<file path="config.mk">
export PLATFORM = sky130hd
export DESIGN_NAME = cpu_step_ctrl
export DESIGN_NICKNAME = d
export VERILOG_FILES = /design/src/rtl/cpu_step_ctrl.sv
export SDC_FILE = /design/constraint.sdc
export NUM_CORES = 1
export LEC_CHECK = 0
export CAP_MARGIN = 20
export CORE_MARGIN = 2
export CORE_UTILIZATION = 40
export DETAILED_ROUTE_END_ITERATION = 8
export PLACE_DENSITY = 0.63
export SYNTH_ARGS = -nofsm -noshare
export SYNTH_HDL_FRONTEND = slang
export SYNTH_SLANG_ARGS = --single-unit
export TNS_END_PERCENT = 100
</file>
<file path="constraint.sdc">
create_clock -name CLK -period 2.2 [get_ports CLK]
set_input_delay 0.44 -clock CLK [delete_from_list [all_inputs] [get_ports CLK]]
set_output_delay 0.44 -clock CLK [all_outputs]
set_load 0.01 [all_outputs]
</file>
<file path="src/rtl/cpu_step_ctrl.sv">
// CPU clock-enable sequencer: holds the CPU in reset after power-up, then issues
// one-cycle advance ticks in free-run, single-step (debounced button) or burst mode.
module cpu_step_ctrl #(
  parameter int DIV        = 10,
  parameter int DEB_CYCLES = 16,
  parameter int BURST_W    = 8,
  parameter int RST_HOLD   = 4
) (
  input  logic               CLK,
  input  logic               Reset,
  input  logic [1:0]         mode,
  input  logic               step_btn,
  input  logic [BURST_W-1:0] burst_len,
  output logic               cpu_clk_en,
  output logic               cpu_rst_n,
  output logic               page_sel,
  output logic [31:0]        cycle_cnt,
  output logic               busy,
  output logic [2:0]         state_dbg
);

  localparam int PW = (DIV > 1) ? $clog2(DIV) : 1;
  localparam int HW = $clog2(RST_HOLD + 1);
  localparam int DW = $clog2(DEB_CYCLES + 1);

  localparam logic [1:0] MODE_RUN   = 2'b01;
  localparam logic [1:0] MODE_STEP  = 2'b10;
  localparam logic [1:0] MODE_BURST = 2'b11;

  typedef enum logic [2:0] {
    S_HOLD  = 3'd0,
    S_IDLE  = 3'd1,
    S_RUN   = 3'd2,
    S_STEP  = 3'd3,
    S_BURST = 3'd4
  } state_t;

  state_t             state;
  state_t             state_nx;
  logic [PW-1:0]      presc;
  logic [PW-1:0]      presc_nx;
  logic               presc_end;
  logic [BURST_W-1:0] remain;
  logic [BURST_W-1:0] remain_nx;
  logic [HW-1:0]      hold_cnt;
  logic [HW-1:0]      hold_cnt_nx;
  logic               tick_nx;

  logic               sync1;
  logic               sync2;
  logic               deb_level;
  logic [DW-1:0]      deb_cnt;
  logic               deb_done;
  logic               press;

  assign state_dbg = state;

  // Button path: 2-flop synchroniser, then a level accepted only after
  // DEB_CYCLES consecutive disagreeing samples. press marks the accepted rise.
  assign deb_done = (sync2 != deb_level) && (deb_cnt == DW'(DEB_CYCLES - 1));

  always_ff @(posedge CLK or posedge Reset) begin
    if (Reset) begin
      sync1     <= 1'b0;
      sync2     <= 1'b0;
      deb_level <= 1'b0;
      deb_cnt   <= '0;
      press     <= 1'b0;
    end else begin
      sync1 <= step_btn;
      sync2 <= sync1;
      if (sync2 == deb_level) begin
        deb_cnt <= '0;
      end else if (deb_done) begin
        deb_cnt   <= '0;
        deb_level <= sync2;
      end else begin
        deb_cnt <= deb_cnt + DW'(1);
      end
      press <= deb_done & sync2;
    end
  end

  assign presc_end = (presc == PW'(DIV - 1));

  // Prescaler defaults to 0 so it is held cleared outside RUN/BURST and
  // restarts from 0 on every entry.
  always_comb begin
    state_nx    = state;
    presc_nx    = '0;
    remain_nx   = remain;
    hold_cnt_nx = hold_cnt;
    tick_nx     = 1'b0;
    unique case (state)
      S_HOLD: begin
        if (hold_cnt == HW'(RST_HOLD - 1)) begin
          state_nx    = S_IDLE;
          hold_cnt_nx = '0;
        end else begin
          hold_cnt_nx = hold_cnt + HW'(1);
        end
      end
      S_IDLE: begin
        if (mode == MODE_RUN) begin
          state_nx = S_RUN;
        end else if (press && (mode == MODE_STEP)) begin
          state_nx = S_STEP;
          tick_nx  = 1'b1;
        end else if (press && (mode == MODE_BURST)) begin
          state_nx  = S_BURST;
          remain_nx = burst_len;
        end
      end
      S_RUN: begin
        // A tick due in the exit cycle is still issued.
        if (presc_end) begin
          tick_nx = 1'b1;
        end else begin
          presc_nx = presc + PW'(1);
        end
        if (mode != MODE_RUN) begin
          state_nx = S_IDLE;
          presc_nx = '0;
        end
      end
      S_STEP: begin
        state_nx = S_IDLE;
      end
      S_BURST: begin
        // remain reaching 0 ends the burst one cycle after the last tick,
        // so busy covers that tick; burst_len=0 leaves with no tick at all.
        if ((mode != MODE_BURST) || (remain == '0)) begin
          state_nx = S_IDLE;
        end else if (presc_end) begin
          tick_nx   = 1'b1;
          remain_nx = remain - BURST_W'(1);
        end else begin
          presc_nx = presc + PW'(1);
        end
      end
      default: begin
        state_nx = S_HOLD;
      end
    endcase
  end

  always_ff @(posedge CLK or posedge Reset) begin
    if (Reset) begin
      state      <= S_HOLD;
      presc      <= '0;
      remain     <= '0;
      hold_cnt   <= '0;
      cpu_clk_en <= 1'b0;
      cpu_rst_n  <= 1'b0;
      busy       <= 1'b0;
      page_sel   <= 1'b0;
      cycle_cnt  <= '0;
    end else begin
      state      <= state_nx;
      presc      <= presc_nx;
      remain     <= remain_nx;
      hold_cnt   <= hold_cnt_nx;
      cpu_clk_en <= tick_nx;
      cpu_rst_n  <= (state_nx != S_HOLD);
      busy       <= (state_nx == S_RUN) || (state_nx == S_BURST);
      if (tick_nx) begin
        page_sel  <= ~page_sel;
        cycle_cnt <= cycle_cnt + 32'd1;
      end
    end
  end

endmodule

</file>
======== After elaboration in Yosys (flattened, before gate mapping) ========
Cells that the tools add are included.
storage, ports and cells
  register bits after elaboration ......... 63
  output and inout bits ................... 39
  logic and storage cells ................. 79
operators by class
  add/sub/neg operators ................... 5
  eq/ne operators ......................... 21
  mux-type cells .......................... 25
  bitwise operators ....................... 3
  reductions and logical operators ........ 11
operators by type and width
  cell                   count
  $mux 8                 5
  $add 32x1->32 const B  1
  $mux 3                 7
  $pmux 8 s2             1
  $pmux 3 s5             1
  $eq 3x2->1 const B     4
  $mux 4                 3
  $ne 2x2->1 const B     6
  $mux 5                 2
  $logic_not 8->1        1
  $pmux 4 s2             1
  $sub 8x1->8 const B    1
  $eq 3x3->1 const B     2
  $reduce_and 6->1       1
  $add 5x1->5 const B    1
  $eq 5x4->1 const B     1
  $add 4x1->4 const B    1
  $eq 2x2->1 const B     2
  $eq 4x4->1 const B     1
  $mux 1                 4
  $add 3x1->3 const B    1
  $eq 3x1->1 const B     1
  $logic_and 1x1->1      3
  $logic_not 3->1        1
  11 further kinds       13

======== Logic depth before layout (Yosys ltp) ========
Gate-level depths: netlist of run 1.
  word-level depth ........................ 8
  depth in mapped cells ................... 8
  gate-level depth less buffers ........... 8

======== Worst setup path before layout of run 1 ========
Ideal clock, no wire load.
  path kind ............................... register to register
  from .................................... register remain[0]
  to ...................................... register cycle_cnt[6]
  setup time .............................. 127 ps
  arrival time ............................ 2028 ps
  path slack .............................. 45 ps
  cell stages (with the launch flop) ...... 9
  path buffers ............................ 0
  period minus slack after synthesis ...... 2155 ps
  cell sequence ........................... dfrtp_1 > inv_1 > ha_1 > nor3b_1 > a21oi_2 > a211oi_4 > nor3b_2 > and3_1 > xor2_1
on the way
  cells in the longest elaborated chain, start to end .. 4
RTL lines
  element                 RTL line  text
  start, declared         43        logic [BURST_W-1:0] remain;
  start signal, assigned  161       remain <= remain_nx;
  $logic_not 8->1         132       if ((mode != MODE_BURST) || (remain == '0)) begin
  $logic_or 1x1->1        132
  $mux 1                  132
  $pmux 1 s3              94        unique case (state)
  end signal, assigned    168       cycle_cnt <= cycle_cnt + 32'd1;
  end, declared           17        output logic [31:0] cycle_cnt,
No other way between the ends.
A chain may end at the register's enable or synchronous reset.

======== Final worst setup path of run 1 ========
  from .................................... input port mode[0]
  to ...................................... register remain[5]
on the way
  cells in the longest elaborated chain, start to end .. 4
  elaborated cells on any way between the ends .. 12
RTL lines
  element                                   RTL line  text
  start, declared                           11        input logic [1:0] mode,
  $ne 2x2->1 (tied with other cells)        132
  $logic_or 1x1->1 (tied with other cells)  132
  $ne 2x2->1 (no source line)               -
  $reduce_and 6->1 (no source line) (*)     -
Every way passes the cells marked *; elsewhere a longest branch is shown, timed or not.

==> impl_metrics.csv, run 1 <==
group,metric,value,unit
yosys,synth_common_cells,"dfrtp_1, xnor2_1, nand2_1",
floorplan,num_rows,31,
yosys,synth_cells,277,
worst_setup_path,crit_path_end_kind,"flop",
drt,top_layer_used,"met4",
power,pwr-share-comb,13.2,%
power,pwr-share-clk,40.9,%
worst_setup_path,worst-path-buf-inv,2,
yosys,synth_ff_type,"dfrtp_1",
drt,first_pass_iters,4,
worst_setup_path,crit_arrival,2.27,ns
power,pwr-share-seq,45.9,%
final_layout,layout.nets,378,
final_layout,final_cell_area,4080,sq um
power,internal_power,2100,uW
worst_setup_path,slowest_stage,"clkdlybuf4s50_1",
worst_setup_path,critPathMaxStageDelay,0.48,ns
yosys,seq_area_frac_synth,53.3,%
floorplan,die_w,90.0,microns
global_route,grt_pass1_vias,2336,
drt,dr_wl_met2,2.85,mm
global_route,grtUsageTotal,16.7,%
final_layout,diodes,0,
sta,slew_headroom,68.4,%
final_layout,layout-drive-gt1-share,16.8,%
power,power_switching,715,uW
yosys,yosysMostFrequentCell,"dfrtp_1",
worst_setup_path,critPathKind,"in -> reg",
sta,finalCriticalPeriod,2.06,ns
place,numPortBuffers,51,
place,place_ws,-0.278,ns
power,power_density,690,nW/um^2
power,ir_drop,0.000349,V
worst_setup_path,crit_fanout,4,
sta,setup_slack,0.140,ns
drt,routedWlPerCell,13.3,microns
run,maxCapViolations,0,
yosys,synth_nets,296,
place,hpwl,4.31,mm
status,outcome,"completed",
yosys,netlist_area,2960,sq um
clock_network,clock-sinks,63,
yosys,syn_area_per_cell,10.7,sq um
yosys,synth-seq-cells,63,
yosys,ys_async_sr_fraction,100,%
drt,ant_nets,0,
clock_network,cts_root_buf,"clkbuf_8",
yosys,synth_cell_types,42,
clock_network,cts_tree,"built",
power,netSwitchingFraction,25.4,%
power,leakage,0.00185,uW
global_route,grt_max_degree,64,
worst_setup_path,crit_family,"simple AND/OR/NAND/NOR gates",
clock_network,clkLatencyLatePin,0.33,ns
sta,rsz0062_at_grt,"no",
worst_setup_path,cp.depth,8,
sta,hold_viol_final,0,
final_layout,regArea,1580,sq um
hold_path,worstHoldPathCells,0,
worst_setup_path,crit_chain,"clkdlybuf4s50_1 -> buf_4 -> nand2_1 -> or4_4 -> nand2_1 -> nand4_1 -> nor4_1 -> o22ai_1",
global_route,grt_pass1_wl,11.1,mm
worst_setup_path,crit_required,2.41,ns
floorplan,dieArea,8110,sq um
yosys,synth_warnings,0,
yosys,yosys.area.top_type_share,53.3,%
final_layout,multi_input_area,1360,sq um
clock_network,path_clk_slew,0.07,ns
final_layout,fill_cells,653,
clock_network,numCtsBuffers,9,
global_route,antenna_found_initial,0,
final_layout,syn_to_final_growth,37.7,%
drt,num_vias,2283,
drt,drt_iter0_drc,57,
drt,route.met3.wl,246,microns
worst_setup_path,r2r_cells,11,
worst_setup_path,critPathLaunchType,"input pin",
drt,wl,6.15,mm
sta,worst_slew_pin_slew,0.470,ns
sta,maxClockFrequency,0.485,GHz
floorplan,die_h,90.0,microns
yosys,synth_area_leaders,"dfrtp_1, xnor2_1, nand2_1",
drt,vias_per_cell,4.93,
place,placed_area,3780,sq um
hold_path,hold_path.class,"reg -> reg",
floorplan,io_pins,52,
global_route,grt_remaining_overflow,0,
drt,post-route-drc-count,0,
clock_network,cts.path.max_buffers,2,
drt,wl_met1,2.96,mm
floorplan,core,7210,sq um
sta,clock_skew,0.00482,ns
yosys,yosysTopAreaCell,"dfrtp_1",
clock_network,ctsHoldBuffers,0,
floorplan,start_util,41.0,%
sta,maxSlewViolCount,0,
worst_setup_path,crit_path_frequent_cell,"nand2_1",
sta,setup_viol,0,
place,place_congestion,0.816,
sta,final.period_utilization,93.6,%
clock_network,cts_max_level,3,
yosys,synth_edf_count,0,
## metal layers
layer	GRT usage, %	vias to the layer above
met5	0	-
met4	6.92	0
met3	3.44	9
met2	25.9	48
met1	22.8	1091
li1	-	1135
## state kept, by name, summed over array words and instances, names as in the netlist
| register | count |
|---|---|
| deb_cnt | 5 |
| press | 1 |
| cpu_clk_en | 1 |
| presc | 4 |
| cycle_cnt | 32 |
| remain | 8 |
| deb_level | 1 |
| hold_cnt | 3 |
| page_sel | 1 |
| sync2 | 1 |
| cpu_rst_n | 1 |
| sync1 | 1 |
| state_dbg | 3 |
| busy | 1 |
## cell type report
class	count	area share [%]
clock inverter	6	2.27
tap	99	3.04
timing repair buffer	78	18.4
sequential	63	38.7
clock buffer	10	3.38
multi-input combinational	199	33.4
inverter	8	0.737
## cell usage in the layout, fill, tap and decap left out, types with 6 or more instances in the layout
master,netlist,layout
ha_1,6,6
o21ai_0,11,11
buf_4,0,24
clkdlybuf4s50_1,0,51
nor2_1,20,20
inv_1,7,6
a21oi_1,9,9
and3_1,13,13
dfrtp_1,63,62
xor2_1,8,8
nand2_1,25,25
xnor2_1,29,29
nand4_1,6,6
clkbuf_8,0,10
nand3_1,14,14
nor4_1,6,6
## worst reg2reg max path, stage by stage, from the launching register on
cell and delay, ns:
dfrtp_1 0.38, inv_1 0.07, ha_1 0.16, nor3b_1 0.22
buf_4 0.16, a21oi_4 0.06, a211oi_4 0.28, buf_12 0.17
nor3b_2 0.05, buf_4 0.16, nand3_1 0.10, xnor2_1 0.13
## power groups by stage
| stage | Sequential (uW) | Combinational, uW | Clock [uW] |
|---|---|---|---|
| finish | 1290 | 371 | 1150 |
| global route | 1300 | 426 | 1240 |
| CTS | 1290 | 375 | 1190 |
| detailed placement | 1310 | 374 | 0 |
| global placement | 1310 | 364 | 0 |
| floorplan | 1290 | 237 | 0 |
## timing repair
item                       4_1_cts  5_1_grt
setup buffers                    2        0
hold endpoints to repair         0        0
resized for setup                0        8
setup endpoints to repair        8       30
pin swaps                        1        1
## through the flow
stage               hold WS (ns)  util (%)  std cells  total power (uW)  TNS [ns]
floorplan                  0.331         -        277              1530         0
CTS                        0.375      55.9        463              2850         0
global placement           0.355      52.4        445              1670     -5.86
global route               0.383      56.5        463              2970         0
detailed placement         0.358      52.4        445              1680     -7.35
finish                     0.377      56.5        463              2810         0
## cells by family after synthesis
logic type,Yosys count,synth area share [%]
fa+ha+maj,6,2.54
flops,63,53.3
xor+xnor,37,10.9
mux,4,1.52
buf+inv,15,2.03
compound gates,38,8.16
simple gates,114,21.6
## final timing paths
| kind | start | endpoint | slack, ns |
|---|---|---|---|
| max reg2reg | remain[0] | cycle_cnt[24] | 0.16 |
| min | sync1 | sync2 | 0.38 |
| min in group asynchronous | Reset | hold_cnt[1] | 0.48 |
| min reg2reg | sync1 | sync2 | 0.38 |
| max | mode[0] | remain[5] | 0.14 |
| max in group asynchronous | Reset | state_dbg[0] | 1.45 |
Power figures use the tool's default switching activity.
==> run 2: changes to the inputs <==
--- a/config.mk
+++ b/config.mk
@@ -8,6 +8,7 @@
 export CAP_MARGIN = 20
 export CORE_MARGIN = 2
 export CORE_UTILIZATION = 40
+export CTS_CLUSTER_SIZE = 16
 export DETAILED_ROUTE_END_ITERATION = 8
 export PLACE_DENSITY = 0.63
 export SYNTH_ARGS = -nofsm -noshare
==> constraint.sdc (replaced) <==
create_clock -name CLK -period 1.7 [get_ports CLK]
set_input_delay 0.34 -clock CLK [delete_from_list [all_inputs] [get_ports CLK]]
set_output_delay 0.34 -clock CLK [all_outputs]
set_load 0.01 [all_outputs]
==> impl_metrics.csv, run 2 (synthesis results as in run 1) <==
group,metric,value,unit
place,hpwl,4.95,mm
sta,timing.hold.ws,0.333,ns
power,ir_drop,0.000385,V
power,power,3710,uW
global_route,grt_pass1_vias,2580,
floorplan,io_pins,52,
drt,post-route-drc-count,0,
drt,vias_per_cell,4.93,
final_layout,layout.nets,435,
power,power_density,770,nW/um^2
clock_network,clkLatencyLatePin,0.33,ns
final_layout,diodes,0,
status,outcome,"finished with violations",
run,maxCapViolations,0,
global_route,grt_remaining_overflow,0,
drt,wl,7.74,mm
clock_network,cts_root_buf,"clkbuf_8",
drt,num_vias,2565,
final_layout,layout_common_cells,"buf_4, dfrtp_1, clkdlybuf4s50_1",
floorplan,core,7210,sq um
sta,finalCriticalPeriod,1.99,ns
clock_network,cts.path.max_buffers,2,
sta,rsz0062_at_grt,"yes",
drt,routedWlPerCell,14.9,microns
drt,first_pass_iters,4,
global_route,gr-usage-met1,24.8,%
final_layout,layout-drive-gt1-share,39.2,%
global_route,use_met3,3.60,%
drt,drt_iter0_drc,113,
global_route,grtUsageTotal,19.0,%
global_route,grt_pass1_wl,12.5,mm
worst_setup_path,slowest_stage,"dfrtp_1",
final_layout,regMostFlops,"cycle_cnt",
drt,ant_nets,0,
place,place_congestion,0.800,
floorplan,die_h,90.0,microns
global_route,use_met2,31.1,%
global_route,antenna_found_initial,0,
final_layout,reg_top3,"cycle_cnt (32), remain (8), deb_cnt (5)",
worst_setup_path,critPathLaunchType,"flop",
worst_setup_path,crit_required,1.91,ns
sta,clock_skew,0.00956,ns
sta,hold_viol_final,0,
sta,setup_viol,41,
hold_path,hold_path.class,"in -> async",
sta,worst_slew_pin_slew,0.396,ns
sta,tns,-7.46,ns
worst_setup_path,crit_chain,"nor4_4 -> buf_4 -> a21oi_4 -> a211oi_4 -> buf_12 -> buf_4 -> buf_6 -> inv_4 -> mux2_2",
floorplan,dieArea,8110,sq um
sta,slew_headroom,73.4,%
sta,maxSlewViolCount,0,
final_layout,syn_to_final_growth,62.6,%
worst_setup_path,critPathKind,"reg -> reg",
status,violations,"setup timing",
floorplan,start_util,41.0,%
global_route,busiest_layer,"met2",
worst_setup_path,crit_fanout,7,
final_layout,mostFrequentLayoutCell,"buf_4",
clock_network,cts_max_level,3,
sta,setup_slack,-0.295,ns
clock_network,path_clk_slew,0.07,ns
clock_network,clock-sinks,63,
floorplan,die_w,90.0,microns
final_layout,largest_register_ff_count,32,
sta,final.period_utilization,117,%
power,leakage,0.00244,uW
worst_setup_path,crit_path_frequent_cell,"buf_4",
sta,maxClockFrequency,0.501,GHz
global_route,grt_max_degree,29,
clock_network,numCtsBuffers,9,
worst_setup_path,crit_path_end_kind,"flop",
place,numPortBuffers,51,
worst_setup_path,crit_arrival,2.21,ns
floorplan,num_rows,31,
worst_setup_path,critPathMaxStageDelay,0.40,ns
clock_network,cts_tree,"built",
==> run 2: changes by cell type in the layout (fill, tap and decap cells not counted), moves of 5 or more <==
cell,before,now
nand2_1,25,15
clkdlybuf4s50_1,51,35
buf_4,24,70
dlymetal6s2s_1,0,11
dlygate4sd2_1,0,5
buf_6,0,9
nand3_1,14,7
nand2_2,0,9
nand3_2,0,7
o21ai_0,11,3
==> run 2: path summary, 6_finish.rpt <==
| path | from | to | slack, ns | cells past startpoint |
|---|---|---|---|---|
| min | Reset | cycle_cnt[11] | 0.33 | 2 |
| min in group CLK | sync1 | sync2 | 0.37 | 0 |
| max | remain[5] | cycle_cnt[1] | -0.29 | 9 |
| min reg2reg | sync1 | sync2 | 0.37 | 0 |
| max in group asynchronous | Reset | cycle_cnt[27] | 0.91 | 3 |
| max reg2reg | remain[5] | cycle_cnt[1] | -0.29 | 9 |
==> run 2: timing repair <==
| item | in CTS | in global routing |
|---|---|---|
| pin swaps | 29 | 20 |
| hold buffers | 0 | 0 |
| resized for setup | 39 | 43 |
| endpoints found under the setup margin | 54 | 64 |
| setup buffers | 16 | 13 |
==> run 2: per-stage QoR <==
stage | util [%] | worst slack, ns | area [sq um] | cells
after floorplan | - | -0.314 | 3080 | 277
final | 66.7 | -0.295 | 4810 | 520
after CTS | 63.6 | -0.249 | 4590 | 511
after detailed placement | 57.6 | -0.588 | 4160 | 481
after global routing | 66.7 | -0.442 | 4810 | 520
after global placement | 57.6 | -0.562 | 4160 | 481
==> run 2: routing by layer <==
| metal | wire length (microns) | vias up |
|---|---|---|
| met1 | 3290 | 1244 |
| met2 | 3990 | 58 |
| met3 | 283 | 18 |
| met5 | 0 | - |
| met4 | 179 | 0 |
| li1 | - | 1245 |
==> run 2: report_power, final <==
part	leakage, uW	switching (uW)	internal, uW
Clock	0.000109	561	793
Sequential	0.000846	71.4	1590
Combinational	0.00149	325	371
Total	0.00244	957	2750
==> run 2: area by class of cell <==
cell class / count / area [sq um]
Clock buffer: 13 / 169
Sequential cell: 63 / 1580
Clock inverter: 3 / 40.0
Timing Repair Buffer: 135 / 1260
Multi-Input combinational cell: 199 / 1600
Fill cell: 585 / 2400
Tap cell: 99 / 124
Inverter: 8 / 36.3
==> run 2: worst max-delay path, delay by kind of cell, from the launching register on <==
family	cells	cell delay, ns
AOI/OAI and AO/OA	2	0.31
buffers and inverters	5	0.60
DFF	1	0.40
muxes	1	0.25
and+or+nand+nor	1	0.31
